===== src/rtl/butterfly_ctrl_pkg.sv =====
// Shared definitions for the in-place radix-2 butterfly sequencer.
package butterfly_ctrl_pkg;

    // Controller states: wait for start, issue pairs, let the pipeline empty, report completion.
    typedef enum logic [1:0] {
        IDLE  = 2'd0,
        RUN   = 2'd1,
        DRAIN = 2'd2,
        DONE  = 2'd3
    } bfly_state_t;

    // Memory read latency plus the registered add/sub stage between read and write-back.
    localparam int RD_LAT   = 1;
    localparam int BF_LAT   = 1;
    localparam int PIPE_LAT = RD_LAT + BF_LAT;

endpackage


===== src/rtl/butterfly_ctrl_wr_delay.sv =====
// Delay line that turns the read strobe/addresses into the matching write strobe/addresses.
module bfly_wr_delay
    import butterfly_ctrl_pkg::*;
#(
    parameter int AW    = 3,
    parameter int DEPTH = PIPE_LAT
) (
    input  logic          clk,
    input  logic          rst,
    input  logic          in_en,
    input  logic [AW-1:0] in_addr_a,
    input  logic [AW-1:0] in_addr_b,
    output logic          out_en,
    output logic [AW-1:0] out_addr_a,
    output logic [AW-1:0] out_addr_b
);

    logic          en_q     [DEPTH];
    logic [AW-1:0] addr_a_q [DEPTH];
    logic [AW-1:0] addr_b_q [DEPTH];

    genvar gi;
    generate
        for (gi = 0; gi < DEPTH; gi++) begin : g_tap
            if (gi == 0) begin : g_first
                // First tap captures the live read request.
                always_ff @(posedge clk) begin
                    if (rst) begin
                        en_q[gi]     <= 1'b0;
                        addr_a_q[gi] <= '0;
                        addr_b_q[gi] <= '0;
                    end else begin
                        en_q[gi]     <= in_en;
                        addr_a_q[gi] <= in_addr_a;
                        addr_b_q[gi] <= in_addr_b;
                    end
                end
            end else begin : g_next
                // Later taps shift the request one cycle further down the line.
                always_ff @(posedge clk) begin
                    if (rst) begin
                        en_q[gi]     <= 1'b0;
                        addr_a_q[gi] <= '0;
                        addr_b_q[gi] <= '0;
                    end else begin
                        en_q[gi]     <= en_q[gi-1];
                        addr_a_q[gi] <= addr_a_q[gi-1];
                        addr_b_q[gi] <= addr_b_q[gi-1];
                    end
                end
            end
        end
    endgenerate

    assign out_en     = en_q[DEPTH-1];
    assign out_addr_a = addr_a_q[DEPTH-1];
    assign out_addr_b = addr_b_q[DEPTH-1];

endmodule


===== src/rtl/butterfly_ctrl.sv =====
// Address/strobe sequencer for an in-place radix-2 transform of length 2**M.
module butterfly_ctrl
    import butterfly_ctrl_pkg::*;
#(
    parameter int N = 4,
    parameter int M = 3
) (
    input  logic         clk,
    input  logic         rst,
    input  logic         start,
    output logic         busy,
    output logic         done,
    output logic [3:0]   stage,
    output logic         rd_en,
    output logic [M-1:0] rd_addr_a,
    output logic [M-1:0] rd_addr_b,
    output logic         wr_en,
    output logic [M-1:0] wr_addr_a,
    output logic [M-1:0] wr_addr_b
);

    // Data width 2**N only matters to the datapath outside this block.
    if (M < 1 || M > 15 || N < 0) begin : g_bad_params
        $error("butterfly_ctrl: M must be within 1..15 and N non-negative");
    end

    localparam logic [M-1:0] ONE        = M'(1);
    localparam logic [M-1:0] J_LAST     = M'((1 << (M-1)) - 1);
    localparam logic [3:0]   STAGE_LAST = 4'(M-1);

    bfly_state_t  state_q, state_d;
    logic [3:0]   stage_q, stage_d;
    logic [M-1:0] j_q, j_d;
    logic         drain_q, drain_d;
    logic         busy_q, busy_d;
    logic         done_q, done_d;
    logic         rd_en_q, rd_en_d;
    logic [M-1:0] rd_addr_a_q, rd_addr_a_d;
    logic [M-1:0] rd_addr_b_q, rd_addr_b_d;
    logic [M-1:0] low_mask;
    logic [M-1:0] pair_addr;

    // Next state, stage and pair index; start is only looked at in IDLE.
    always_comb begin
        state_d = state_q;
        stage_d = stage_q;
        j_d     = j_q;
        drain_d = drain_q;
        case (state_q)
            IDLE: begin
                if (start) begin
                    state_d = RUN;
                    stage_d = 4'd0;
                    j_d     = '0;
                end
            end
            RUN: begin
                if (j_q == J_LAST) begin
                    state_d = DRAIN;
                    drain_d = 1'b0;
                end else begin
                    j_d = j_q + ONE;
                end
            end
            DRAIN: begin
                if (drain_q) begin
                    if (stage_q < STAGE_LAST) begin
                        state_d = RUN;
                        stage_d = stage_q + 4'd1;
                        j_d     = '0;
                    end else begin
                        state_d = DONE;
                        stage_d = 4'd0;
                    end
                end else begin
                    drain_d = 1'b1;
                end
            end
            DONE:    state_d = IDLE;
            default: state_d = IDLE;
        endcase
    end

    // Operand a is j with a zero spliced in at bit position stage; b sets that bit.
    always_comb begin
        low_mask    = (ONE << stage_d) - ONE;
        pair_addr   = ((j_d & ~low_mask) << 1) | (j_d & low_mask);
        rd_en_d     = (state_d == RUN);
        busy_d      = (state_d == RUN) || (state_d == DRAIN);
        done_d      = (state_d == DONE);
        rd_addr_a_d = rd_en_d ? pair_addr : '0;
        rd_addr_b_d = rd_en_d ? (pair_addr | (ONE << stage_d)) : '0;
    end

    // Controller registers; every output comes straight from a flop.
    always_ff @(posedge clk) begin
        if (rst) begin
            state_q     <= IDLE;
            stage_q     <= 4'd0;
            j_q         <= '0;
            drain_q     <= 1'b0;
            busy_q      <= 1'b0;
            done_q      <= 1'b0;
            rd_en_q     <= 1'b0;
            rd_addr_a_q <= '0;
            rd_addr_b_q <= '0;
        end else begin
            state_q     <= state_d;
            stage_q     <= stage_d;
            j_q         <= j_d;
            drain_q     <= drain_d;
            busy_q      <= busy_d;
            done_q      <= done_d;
            rd_en_q     <= rd_en_d;
            rd_addr_a_q <= rd_addr_a_d;
            rd_addr_b_q <= rd_addr_b_d;
        end
    end

    bfly_wr_delay #(
        .AW    (M),
        .DEPTH (PIPE_LAT)
    ) u_wr_delay (
        .clk        (clk),
        .rst        (rst),
        .in_en      (rd_en_q),
        .in_addr_a  (rd_addr_a_q),
        .in_addr_b  (rd_addr_b_q),
        .out_en     (wr_en),
        .out_addr_a (wr_addr_a),
        .out_addr_b (wr_addr_b)
    );

    assign busy      = busy_q;
    assign done      = done_q;
    assign stage     = stage_q;
    assign rd_en     = rd_en_q;
    assign rd_addr_a = rd_addr_a_q;
    assign rd_addr_b = rd_addr_b_q;

endmodule


===== config.mk =====
export PLATFORM = sky130hd
export DESIGN_NAME = butterfly_ctrl
export DESIGN_NICKNAME = d
export VERILOG_FILES = /design/src/rtl/butterfly_ctrl_pkg.sv /design/src/rtl/butterfly_ctrl_wr_delay.sv /design/src/rtl/butterfly_ctrl.sv
export SDC_FILE = /design/constraint.sdc
export NUM_CORES = 1
export LEC_CHECK = 0
export BUFFER_PORTS_ARGS = -buffer_cell sky130_fd_sc_hd__buf_2
export CAP_MARGIN = 20
export CORE_MARGIN = 8
export CORE_UTILIZATION = 35
export CTS_CLUSTER_DIAMETER = 150
export DETAILED_ROUTE_END_ITERATION = 6
export SETUP_SLACK_MARGIN = 0.1
export SYNTH_ARGS = -nofsm -noshare
export SYNTH_HDL_FRONTEND = slang
export SYNTH_SLANG_ARGS = --single-unit

===== constraint.sdc =====
create_clock -name clk -period 3.1 [get_ports clk]
set_input_delay 0.155 -clock clk [delete_from_list [all_inputs] [get_ports clk]]
set_output_delay 0.155 -clock clk [all_outputs]
set_load 0.05 [all_outputs]

After elaboration in Yosys (flattened, before gate mapping)
Memories as Yosys holds them, arrays and structs flattened.
Index checks and enable logic that the tools add are counted.
W data, S select, Z words.
- bits in writable memories: 14
- memories kept: 3
- output and inout port bits: 20
- input port bits: 3
- bits in registers: 19
- bits in read-only memories: 0
- latch bits: 0
- memories (name ; words ; width ; rd ports ; clocked after Yosys merged registers in ; wr ports ; line ; source):
    u_wr_delay.addr_a_q ; 2 ; 3 ; 2 ; 0 ; 2 ; butterfly_ctrl_wr_delay.sv:19 ; logic [AW-1:0] addr_a_q [DEPTH];
    u_wr_delay.addr_b_q ; 2 ; 3 ; 2 ; 0 ; 2 ; butterfly_ctrl_wr_delay.sv:20 ; logic [AW-1:0] addr_b_q [DEPTH];
    u_wr_delay.en_q ; 2 ; 1 ; 2 ; 0 ; 2 ; butterfly_ctrl_wr_delay.sv:18 ; logic en_q [DEPTH];
- reduce and logical (&&, ||, !) cells: 5
- shift operators: 1
- bitwise operators: 12
- $lt $le $gt $ge: 1
- $add $sub $neg: 3
- multiplexer cells: 25
- multiply operators: 0
- equal/unequal tests: 8
- divide/modulo/power cells: 0
- operators with widths (kind ; number):
    $mux W3 ; 8
    $mux W4 ; 3
    $pmux W3 S3 ; 1
    $eq A2 B2 Y1 const B ; 4
    $mux W2 ; 4
    $pmux W2 S4 ; 1
    $pmux W4 S2 ; 1
    $mux W1 ; 6
    $or A1 B1 Y1 ; 6
    $or A3 B3 Y3 ; 2
    $add A4 B1 Y4 const B ; 1
    $eq A2 B1 Y1 const B ; 2
    $lt A4 B2 Y1 const B ; 1
    $shl A1 B4 Y3 const A ; 1
    $add A3 B1 Y3 const B ; 1
    $and A3 B3 Y3 ; 1
    $eq A3 B2 Y1 const B ; 1
    $sub A3 B1 Y3 const B ; 1
    $and A2 B2 Y2 ; 1
    $logic_not A2 Y1 ; 1
    $ne A2 B2 Y1 const B ; 1
    $not A2 Y2 ; 1
    $pmux W1 S2 ; 1
    $reduce_and A2 Y1 ; 1
    4 further kinds ; 4

Logic depth before layout (Yosys ltp)
Gate-level depths: netlist (run 1).
- depth after elaboration: 10
- gate-level depth with buffers: 8
- gate-level depth less buffers: 8

Modules after synthesis
From an unflattened synthesis (run 1), not the netlist that was laid out.
- cell total of the unflattened synthesis: 125
- area, all modules: 1311.3 sq um
- modules (own cells, without submodules) (module ; instances ; cells an instance ; seq. area each (sq um) ; area each (sq um)):
    butterfly_ctrl ; 1 ; 96 ; 380.4 ; 903.4
    bfly_wr_delay ; 1 ; 29 ; 280.3 ; 407.9

Worst setup path after synthesis (run 1)
OpenSTA, ideal clock, no wires.
- path kind: reg2reg
- from: reg stage_q[0], in the netlist stage[0]
- to: reg rd_addr_a_q[1], in the netlist rd_addr_a[1]
- setup slack: 1.311 ns
- buffers on the path: 0
- data required time: 3.029 ns
- arrival time: 1.718 ns
- cell stages (with the launch flop): 7
- cell sequence: dfxtp_1 > ha_1 > nor2_1 > a211oi_2 > o32ai_2 > nand2b_1 > a21oi_1
- word-level cells in the longest chain between the ends: 9
- elaborated cells between the ends (all ways): 21
- those cells by class: add/sub: 2; order compare: 1; eq/ne: 1; shift: 1; mux: 10; bitwise: 5; reduce/logical: 1
- RTL lines (item ; line ; source):
    from (decl) ; butterfly_ctrl.sv:32 ; logic [3:0] stage_q, stage_d;
    from (signal assigned) ; butterfly_ctrl.sv:109 ; stage_q <= stage_d;
    $add A4 B1 Y4 / $lt A4 B2 Y1 (equally long branches) ; butterfly_ctrl.sv:69, butterfly_ctrl.sv:67 ;
    $mux W4 ; butterfly_ctrl.sv:67 ; if (stage_q < STAGE_LAST) begin
    $mux W4 ; butterfly_ctrl.sv:66 ; if (drain_q) begin
    $pmux W4 S2 ; butterfly_ctrl.sv:49 ; case (state_q)
    $shl A1 B4 Y3 ; butterfly_ctrl.sv:86 ; low_mask = (ONE << stage_d) - ONE;
    $sub A3 B1 Y3 ; butterfly_ctrl.sv:86 ;
    $not A2 Y2 ; butterfly_ctrl.sv:87 ; pair_addr = ((j_d & ~low_mask) << 1) | (j_d & low_mask);
    $and A2 B2 Y2 ; butterfly_ctrl.sv:87 ;
    $or A3 B3 Y3 ; butterfly_ctrl.sv:87 ;
    to (signal assigned) ; butterfly_ctrl.sv:115 ; rd_addr_a_q <= rd_addr_a_d;
    to (decl) ; butterfly_ctrl.sv:38 ; logic [M-1:0] rd_addr_a_q, rd_addr_a_d;
Several ways; a longest one is shown, not always the timed one.
A chain may end at the register's enable or synchronous reset.

Worst setup path in the final report (run 1)
- from: reg j_q[0]
- to: reg rd_addr_b_q[2], in the netlist rd_addr_b[2]
- word-level cells in the longest chain between the ends: 6
- elaborated cells between the ends (all ways): 13
- those cells by class: add/sub: 1; eq/ne: 2; mux: 4; bitwise: 5; reduce/logical: 1
- RTL lines (item ; line ; source):
    from (decl) ; butterfly_ctrl.sv:33 ; logic [M-1:0] j_q, j_d;
    from (signal assigned) ; butterfly_ctrl.sv:110 ; j_q <= j_d;
    $eq A3 B2 Y1 ; butterfly_ctrl.sv:58 ; if (j_q == J_LAST) begin
    $mux W2 ; butterfly_ctrl.sv:58 ;
    $pmux W2 S4 ; butterfly_ctrl.sv:49 ;
    $eq A2 B1 Y1 ; butterfly_ctrl.sv:88 ; rd_en_d = (state_d == RUN);
    via rd_en_d ; butterfly_ctrl.sv:37 ; logic rd_en_q, rd_en_d;
    $not A1 Y1 (no line) ; n/a ;
    $reduce_or A2 Y1 (no line) ; n/a ;
    to (signal assigned) ; butterfly_ctrl.sv:116 ; rd_addr_b_q <= rd_addr_b_d;
    to (decl) ; butterfly_ctrl.sv:39 ; logic [M-1:0] rd_addr_b_q, rd_addr_b_d;
The timed path passes the listed nets, and every way through them passes these cells.

==> run metrics, run 1 <==
critical path fanouts, max=7; MaxCap Viol Count=0; most frequent cell after synthesis=dfxtp_1; crit start category=register; pre-CTS setup slack=between 1 and 1.5 ns; RSZ-0062 raised after global routing=no; # diodes=0; Slew Viols, Final=0; Final Hold Violating Endpoints=0; clock slew at reported path FFs=0.10 ns; final setup margin=between 1 and 1.5 ns; Setup TNS=0 ns; Worst VDD drop=about 0.25 mV; Net Count, Synth=approximately 130; Yosys top cell area share=a little over half; layout cells sized above 1=between 20 and 30%; via count=approximately 930; wire per inst=about 12 um; final antenna-violating net count=0; Final Power=around 0.75 mW; CP Data Arrival Time=approximately 2.1 ns; GRT Total Usage=under 10%; Vert. Die Dim=between 70 and 80 um; Initial DRC Count=49; Worst Path Class, Setup=register to register; setup bufs post-CTS=0; pwr/cell area=between 500 and 600 nW/um2; Final GP Congestion=between 0.8 and 0.9; Avg Cell Area, Syn=approximately 10 um2; FMAX=between 500 and 600 MHz; CTS tree=built; dpl hpwl=about 1800 um; Longest Clk Path Bufs=2; H-tree Lvls=2; largest net degree at the start of global routing=28; # resized after CTS=0; Ports=23; Residual DRC=0; clk_skew=~0.0071 ns; Syn-to-layout area delta=16.8%; CP endpoint kind=register; grt ovf=0; Finished Cell Area=approximately 1400 um2; vias in the first global route=roughly 860; Worst EP required=approximately 3.3 ns; Yosys cell types=37; Post-synth EDFFs=0; total wire length=between 2000 and 2500 um; Hold Path Class=primary input to register; first-pass GRT wire length=3840 um; min cycle time layout=approximately 1.8 ns; initial antenna violation count=0; cts hold-fix bufs=0; crit share post-route=between 50% and 60%; CTS Buf Count=5; Lkg Pwr=~0.63 nW; Root Buffer=clkbuf_4; area of the core=3360 um2; die width=around 75 um; most frequently used flop master after synthesis=dfxtp_1; IO buf count=22; Max-slew headroom=a little over two thirds; synth cell count leaders=33 x dfxtp_1, 17 x nor2b_1, 12 x nor2_1; sequential fraction of the synthesis area=53.5%; Initial Util=between 30 and 40%; number of warning messages in the yosys log=0; status=finished, final reports clean; cell taking the most area after synthesis=dfxtp_1; Async S/R FF share, synth=0%; Vias per Instance=4.80; CTS sink cnt=33; #FFs+latches synth=33; dominant cells by area after synthesis=dfxtp_1 53%, nor2b_1 8.6%, ha_1 4.1%, nor2_1 3.6%, a21oi_1 2.4%; Final #Nets=153; Cell Area, Synth=roughly 1200 um2; die area=between 5000 and 6000 um2; final setup fails=0; # rows=21; dpl cell area=between 1000 and 1500 um2; worst-margin pin slew=roughly 0.45 ns; worst skew pair latency=roughly 0.33 ns; First-pass DRT Iterations=4; Synth Instances=120
layout by cell type (no fill, tap or decap), types with 3 or more instances in the layout:
cell | netlist | final
inv_1 | 3 | 3
dfxtp_1 | 33 | 33
buf_2 | 0 | 22
nand2_1 | 4 | 4
nor2b_1 | 17 | 17
ha_1 | 4 | 4
a21oi_1 | 6 | 6
nand2b_1 | 3 | 3
nor3_1 | 4 | 4
clkbuf_4 | 0 | 5
nor2_1 | 12 | 12
registers in the layout (all words and copies together) (netlist names):
name and flops:
u_wr_delay.addr_a_q 6, u_wr_delay.addr_b_q 6, stage 4, j_q 3
rd_addr_a 3, rd_addr_b 3, state_q 2, u_wr_delay.en_q 2
busy 1, done 1, drain_q 1, rd_en 1
power breakdown:
group / switching [mW] / internal, mW / total [mW]
combinational: 0.0554 / 0.0250 / 0.0804
clock: 0.139 / 0.0863 / 0.225
sequential: 0.00606 / 0.436 / 0.442
total: 0.200 / 0.548 / 0.748
metrics by stage:
step / hold slack, ns / cells / util (%)
detailed placement: 0.424 / 185 / 41.4
floorplan: 0.414 / 120 / -
global placement: 0.417 / 185 / 41.4
finish: 0.248 / 193 / 42.9
CTS: 0.242 / 193 / 42.9
global route: 0.264 / 193 / 42.9
layout make-up:
class	instances	area (um2)
Tap cell	46	57.6
Clock inverter	2	10.0
Multi-Input combinational cell	81	552
Sequential cell	33	661
Timing Repair Buffer	22	110
Fill cell	331	1920
Inverter	3	11.3
Clock buffer	6	41.3
worst max-delay path, stage by stage, from the launching register on:
cell and delay, ns:
dfxtp_1 0.37, ha_1 0.17, nor2b_1 0.30, nor2b_1 0.22, a21oi_1 0.09, ha_1 0.21
nand2b_1 0.20, a21oi_1 0.07, o221a_1 0.12
cell families after synthesis:
logic type	synth area share, %
AO/OA/AOI/OAI	16.2
AND/OR/NAND/NOR	23.6
flip-flops	53.5
multiplexers	0.811
adder cells (fa/ha/maj)	4.05
buffers and inverters	1.82
per-layer routing:
metal / part of all wire, % / vias to the layer above / track usage [%]
li1: - / 466 / -
met1: 43 / 428 / 10.1
met2: 45 / 25 / 13.8
met3: 10 / 7 / 4.47
met4: 1.9 / 0 / 5.76
met5: 0 / - / 0
final timing paths:
path                        startpoint                   endpoint  slack, ns  cells after the start
max                             j_q[0]               rd_addr_b[2]       1.26                      8
min reg2reg  u_wr_delay.addr_a_q[0][0]  u_wr_delay.addr_a_q[1][0]       0.44                      1
min                                rst                   stage[2]       0.25                      2
max reg2reg                     j_q[0]               rd_addr_b[2]       1.26                      8
(Power assumes the default switching activity.)
==> run 2: changes to the inputs <==
--- a/config.mk
+++ b/config.mk
@@ -5,6 +5,7 @@
 export SDC_FILE = /design/constraint.sdc
 export NUM_CORES = 1
 export LEC_CHECK = 0
+export ABC_AREA = 1
 export BUFFER_PORTS_ARGS = -buffer_cell sky130_fd_sc_hd__buf_2
 export CAP_MARGIN = 20
 export CORE_MARGIN = 8
==> constraint.sdc (replaced) <==
create_clock -name clk -period 1.9 [get_ports clk]
set_input_delay 0.095 -clock clk [delete_from_list [all_inputs] [get_ports clk]]
set_output_delay 0.095 -clock clk [all_outputs]
set_load 0.05 [all_outputs]
==> run metrics, run 2 <==
status=finished, final reports clean; vias in the first global route=between 1,000 and 1,500; total wire length=~2500 um; first-pass GRT wire length=~4400 um; Slew Viols, Final=0; Final GP Congestion=between 0.7 and 0.8; CP endpoint kind=register; cts hold-fix bufs=0; Cell Area, Synth=1270 um2; Final Power=approximately 1.2 mW; most frequent cells in the layout=32 x dfxtp_1, 28 x nor2_1, 26 x inv_1, 26 x nand2_1, 22 x buf_2; Setup TNS=0 ns; final antenna-violating net count=0; flop-to-flop setup slack=approximately 0.2 ns; H-tree Lvls=2; dpl hpwl=approximately 1800 um; #FFs+latches synth=33; Root Buffer=clkbuf_4; worst r2r src=j_q[0]; min-delay src=rst; crit start category=register; final setup fails=0; largest net degree at the start of global routing=19; IO buf count=22; Vias per Instance=a little over 4; min cycle time layout=between 1.5 and 2 ns; Residual DRC=0; First-pass DRT Iterations=4; r2r endpoint=rd_addr_b[1]; most frequently used flop master after synthesis=dfxtp_1; Yosys cell types=19; clock slew at reported path FFs=~0.11 ns; hold path cells=2; Longest Clk Path Bufs=2; Filler Cell Count=around 380; Net Count, Synth=around 170; cell taking the most area after synthesis=dfxtp_1; Worst Path Class, Setup=register to register; storage element area=662 um2; Final #Nets=between 200 and 250; Hold Path Class=primary input to register; Initial DRC Count=37; # diodes=0; Worst R2R Path Depth=13; Vert. Die Dim=76.3 um; Final Hold Violating Endpoints=0; clk_skew=around 0.015 ns; number of warning messages in the yosys log=0; worst-margin pin slew=approximately 0.26 ns; dominant cells by area after synthesis=dfxtp_1 52%, inv_1 8.6%, nor2_1 8.6%, nand2_1 8.3%, nand3_1 5.1%; Worst EP required=2.17 ns; via count=about 1,000; grt ovf=0; Async S/R FF share, synth=0%; worst skew pair latency=0.33 ns; Syn-to-layout area delta=20.8%; Max-slew headroom=just over 80%; multi-input logic area=505 um2; sequential fraction of the synthesis area=52.0%; CTS tree=built; critical path fanouts, max=8; Ports=23; CTS sink cnt=33; FMAX=roughly 590 MHz; hold path endpoint=u_wr_delay.addr_a_q[0][1]; Worst VDD drop=0.375 mV; Lkg Pwr=0.757 nW; Yosys top cell area share=~52%; commonest non-fill, non-tap cell in the layout=dfxtp_1; pwr/cell area=about 800 nW/um2; Final Core Density=a little over two fifths; # rows=22; layout cells sized above 1=roughly 28%; GRT Total Usage=under 10%; die area=5820 um2; MaxCap Viol Count=0; Avg Cell Area, Syn=between 7 and 8 um2; area of the core=between 3000 and 4000 um2; Synth Instances=164; Initial Util=between 30% and 40%; CTS Buf Count=5; initial antenna violation count=0; most frequent cell after synthesis=dfxtp_1; Post-synth EDFFs=0; CP Data Arrival Time=just under 2 ns; die width=between 70 and 80 um; crit share post-route=roughly 90%; wire per inst=10.1 um; RSZ-0062 raised after global routing=yes; synth cell count leaders=33 x dfxtp_1, 29 x inv_1, 29 x nor2_1
-- run 2: cell count changes after synthesis, moves of 3 or more --
cell / previous run / this run
nor2b_1: 17 / 0
nand2b_1: 3 / 0
nand3_1: 1 / 13
nand3_2: 0 / 4
nand2_1: 4 / 28
nor3_1: 4 / 0
inv_1: 3 / 29
nor2_1: 12 / 29
-- run 2: critical path, cell delays in order (launching register included) --
cell and delay [ns]:
dfxtp_2 0.34, ha_1 0.20, inv_2 0.06, nor2_2 0.05, nor2_2 0.14, inv_2 0.06
nand2_2 0.08, ha_1 0.13, inv_1 0.06, nor2_4 0.21, inv_2 0.05, nor2_1 0.11
nand2_1 0.09, nand3_2 0.08
-- run 2: how the worst max path moves through the flow --
stage	slack, ns	end	start	cells after the start
2_1_floorplan	0.16	rd_addr_b[1]	stage[1]	12
3_3_place_gp	0.20	rd_addr_b[1]	j_q[0]	13
3_5_place_dp	0.17	rd_addr_b[2]	j_q[0]	13
4_1_cts	0.14	rd_addr_b[2]	j_q[0]	13
5_1_grt	0.06	rd_addr_b[1]	j_q[0]	13
6_report	0.20	rd_addr_b[1]	j_q[0]	13
-- run 2: per-stage QoR --
stage                     std cells  hold slack, ns  instance area (um2)  setup slack (ns)
after floorplan                 164           0.388                 1270             0.163
after global placement          234           0.390                 1450             0.199
after detailed placement        234           0.395                 1450             0.168
after CTS                       242          0.0619                 1500             0.135
after global routing            243          0.0856                 1540            0.0622
final                           243          0.0854                 1540             0.195
-- run 2: routing by layer --
layer | global-route usage, % | vias up | routed length, um
met4 | 4.62 | 0 | 28
met3 | 4.25 | 2 | 137
li1 | - | 554 | -
met1 | 9.01 | 433 | 1070
met5 | 0 | - | 0
met2 | 16.0 | 19 | 1220
-- run 2: cell families after synthesis --
kind of cell	synth area share [%]
AND/OR/NAND/NOR	30.1
buffers and inverters	10.0
flip-flops	52.0
AO/OA/AOI/OAI	3.94
adder cells (fa/ha/maj)	3.94
-- run 2: what timing repair did --
action | in CTS | in global routing
endpoints found under the setup margin | 0 | 6
gates resized for setup | 0 | 10
setup buffers | 0 | 1
-- run 2: layout make-up --
class / count / share of cell area [%]
inverter: 31 / 7.58
timing repair buffer: 26 / 9.13
clock inverter: 2 / 0.652
sequential: 33 / 43.1
clock buffer: 6 / 2.69
tap: 48 / 3.91
multi-input combinational: 97 / 32.9
-- run 2: report_power, final --
part | switching [mW] | internal [mW] | total (mW) | leakage (nW)
combinational | 0.104 | 0.0385 | 0.142 | 0.457
sequential | 0.00885 | 0.713 | 0.722 | 0.268
clock | 0.228 | 0.141 | 0.369 | 0.0320
total | 0.340 | 0.892 | 1.23 | 0.757
==> run 3: changes to the inputs <==
--- a/config.mk
+++ b/config.mk
@@ -10,6 +10,7 @@
 export CAP_MARGIN = 20
 export CORE_MARGIN = 8
 export CORE_UTILIZATION = 35
+export CTS_BUF_LIST = sky130_fd_sc_hd__clkbuf_4 sky130_fd_sc_hd__clkbuf_8
 export CTS_CLUSTER_DIAMETER = 150
 export DETAILED_ROUTE_END_ITERATION = 6
 export SETUP_SLACK_MARGIN = 0.1
==> run metrics, run 3 (synthesis results as in run 2) <==
min-delay src=rst; Final GP Congestion=around 0.8; wire per inst=10.0 um; Residual DRC=0; Final #Nets=around 200; dpl hpwl=around 1800 um; Slew Viols, Final=0; Setup TNS=0 ns; Max-slew headroom=between 80% and 90%; multi-input logic area=just over 500 um2; MaxCap Viol Count=0; H-tree Lvls=2; storage element area=662 um2; # diodes=0; worst-margin pin slew=around 0.26 ns; Post-Place Cells=approximately 230; GRT Total Usage=a little under a tenth; pwr/cell area=between 800 and 900 nW/um2; status=finished, final reports clean; dpl cell area=about 1500 um2; area of the core=roughly 3600 um2; Lkg Pwr=0.760 nW; total wire length=2430 um; Hold Path Class=primary input to register; clock slew at reported path FFs=about 0.11 ns; Ports=23; CTS tree=built; Filler Cell Count=381; Worst VDD drop=around 0.37 mV; Worst Path Class, Setup=register to register; worst r2r src=j_q[0]; Initial DRC Count=29; grt ovf=0; crit start category=register; CTS sink cnt=33; First-pass DRT Iterations=4; final antenna-violating net count=0; IO buf count=22; RSZ-0062 raised after global routing=yes; Final Hold Violating Endpoints=0; die width=76.3 um; FMAX=just under 600 MHz; via count=1,013; first-pass GRT wire length=between 4000 and 5000 um; largest net degree at the start of global routing=19; Initial Util=35.5%; worst skew pair latency=0.33 ns; Vias per Instance=~4.2; Syn-to-layout area delta=21.1%; Longest Clk Path Bufs=2; flop-to-flop setup slack=between 0.2 and 0.25 ns; Finished Cell Area=around 1500 um2; final setup fails=0; layout cells sized above 1=between 20% and 30%; # rows=22; initial antenna violation count=0; die area=a little under 6000 um2; Worst setup startpoint=j_q[0]; clk_skew=0.0139 ns; Final Power=~1.2 mW; CP endpoint kind=register; CP Data Arrival Time=between 1.5 and 2 ns; vias in the first global route=1,028; min cycle time layout=1.68 ns; final cell count without fillers=roughly 240; Root Buffer=clkbuf_4; Worst EP required=~2.2 ns; critical path fanouts, max=8; commonest non-fill, non-tap cell in the layout=dfxtp_1; CTS Buf Count=5; crit share post-route=88.2%; Vert. Die Dim=approximately 76 um; most frequent cells in the layout=32 x dfxtp_1, 28 x nor2_1, 26 x inv_1, 26 x nand2_1, 22 x buf_2
run 3: worst max-delay path: stages, from the launching register on:
cell	delay [ns]
dfxtp_2	0.34
ha_1	0.20
inv_2	0.06
nor2_2	0.05
nor2_2	0.14
inv_2	0.06
nand2_2	0.08
ha_1	0.14
inv_1	0.06
nor2_4	0.20
inv_2	0.05
nor2_1	0.09
nand2_1	0.08
nand3_2	0.08
run 3: path summary, 6_finish.rpt:
kind                                     to  cells after the start
setup / recovery               rd_addr_b[1]                     13
hold / removal    u_wr_delay.addr_a_q[0][1]                      2
setup reg to reg               rd_addr_b[1]                     13
hold reg to reg   u_wr_delay.addr_b_q[1][0]                      2
run 3: final cells by class:
type	instances	share of cell area [%]
clock inverters	2	0.650
well taps	48	3.90
repair buffers	26	9.11
clock buffers	6	2.93
multi-input cells	97	32.8
flip-flops and latches	33	43.0
inverters	31	7.56
run 3: power breakdown:
part / switching (mW) / internal [mW]
Sequential: 0.00886 / 0.713
Combinational: 0.104 / 0.0385
Clock: 0.229 / 0.155
Total: 0.342 / 0.906
run 3: routing by layer:
metal	vias up	share of wire (%)	track usage, %
met3	2	5.5	4.25
met5	-	0	0
met2	21	49	16.0
li1	555	-	-
met4	0	1.2	4.62
met1	435	44	9.01
run 3: through the flow:
stage | util (%) | hold WS (ns) | setup WS (ns)
6_report | 43.0 | 0.0825 | 0.224
5_1_grt | 43.0 | 0.0853 | 0.0842
4_1_cts | 42.1 | 0.0615 | 0.135
3_5_place_dp | 40.6 | 0.395 | 0.168
3_3_place_gp | 40.6 | 0.390 | 0.199
2_1_floorplan | - | 0.388 | 0.163
run 3: what timing repair did:
action / in CTS / in global routing
gates resized for setup: 0 / 10
hold buffers: 0 / 0
endpoints found under the setup margin: 0 / 6
buffers inserted: 0 / 1
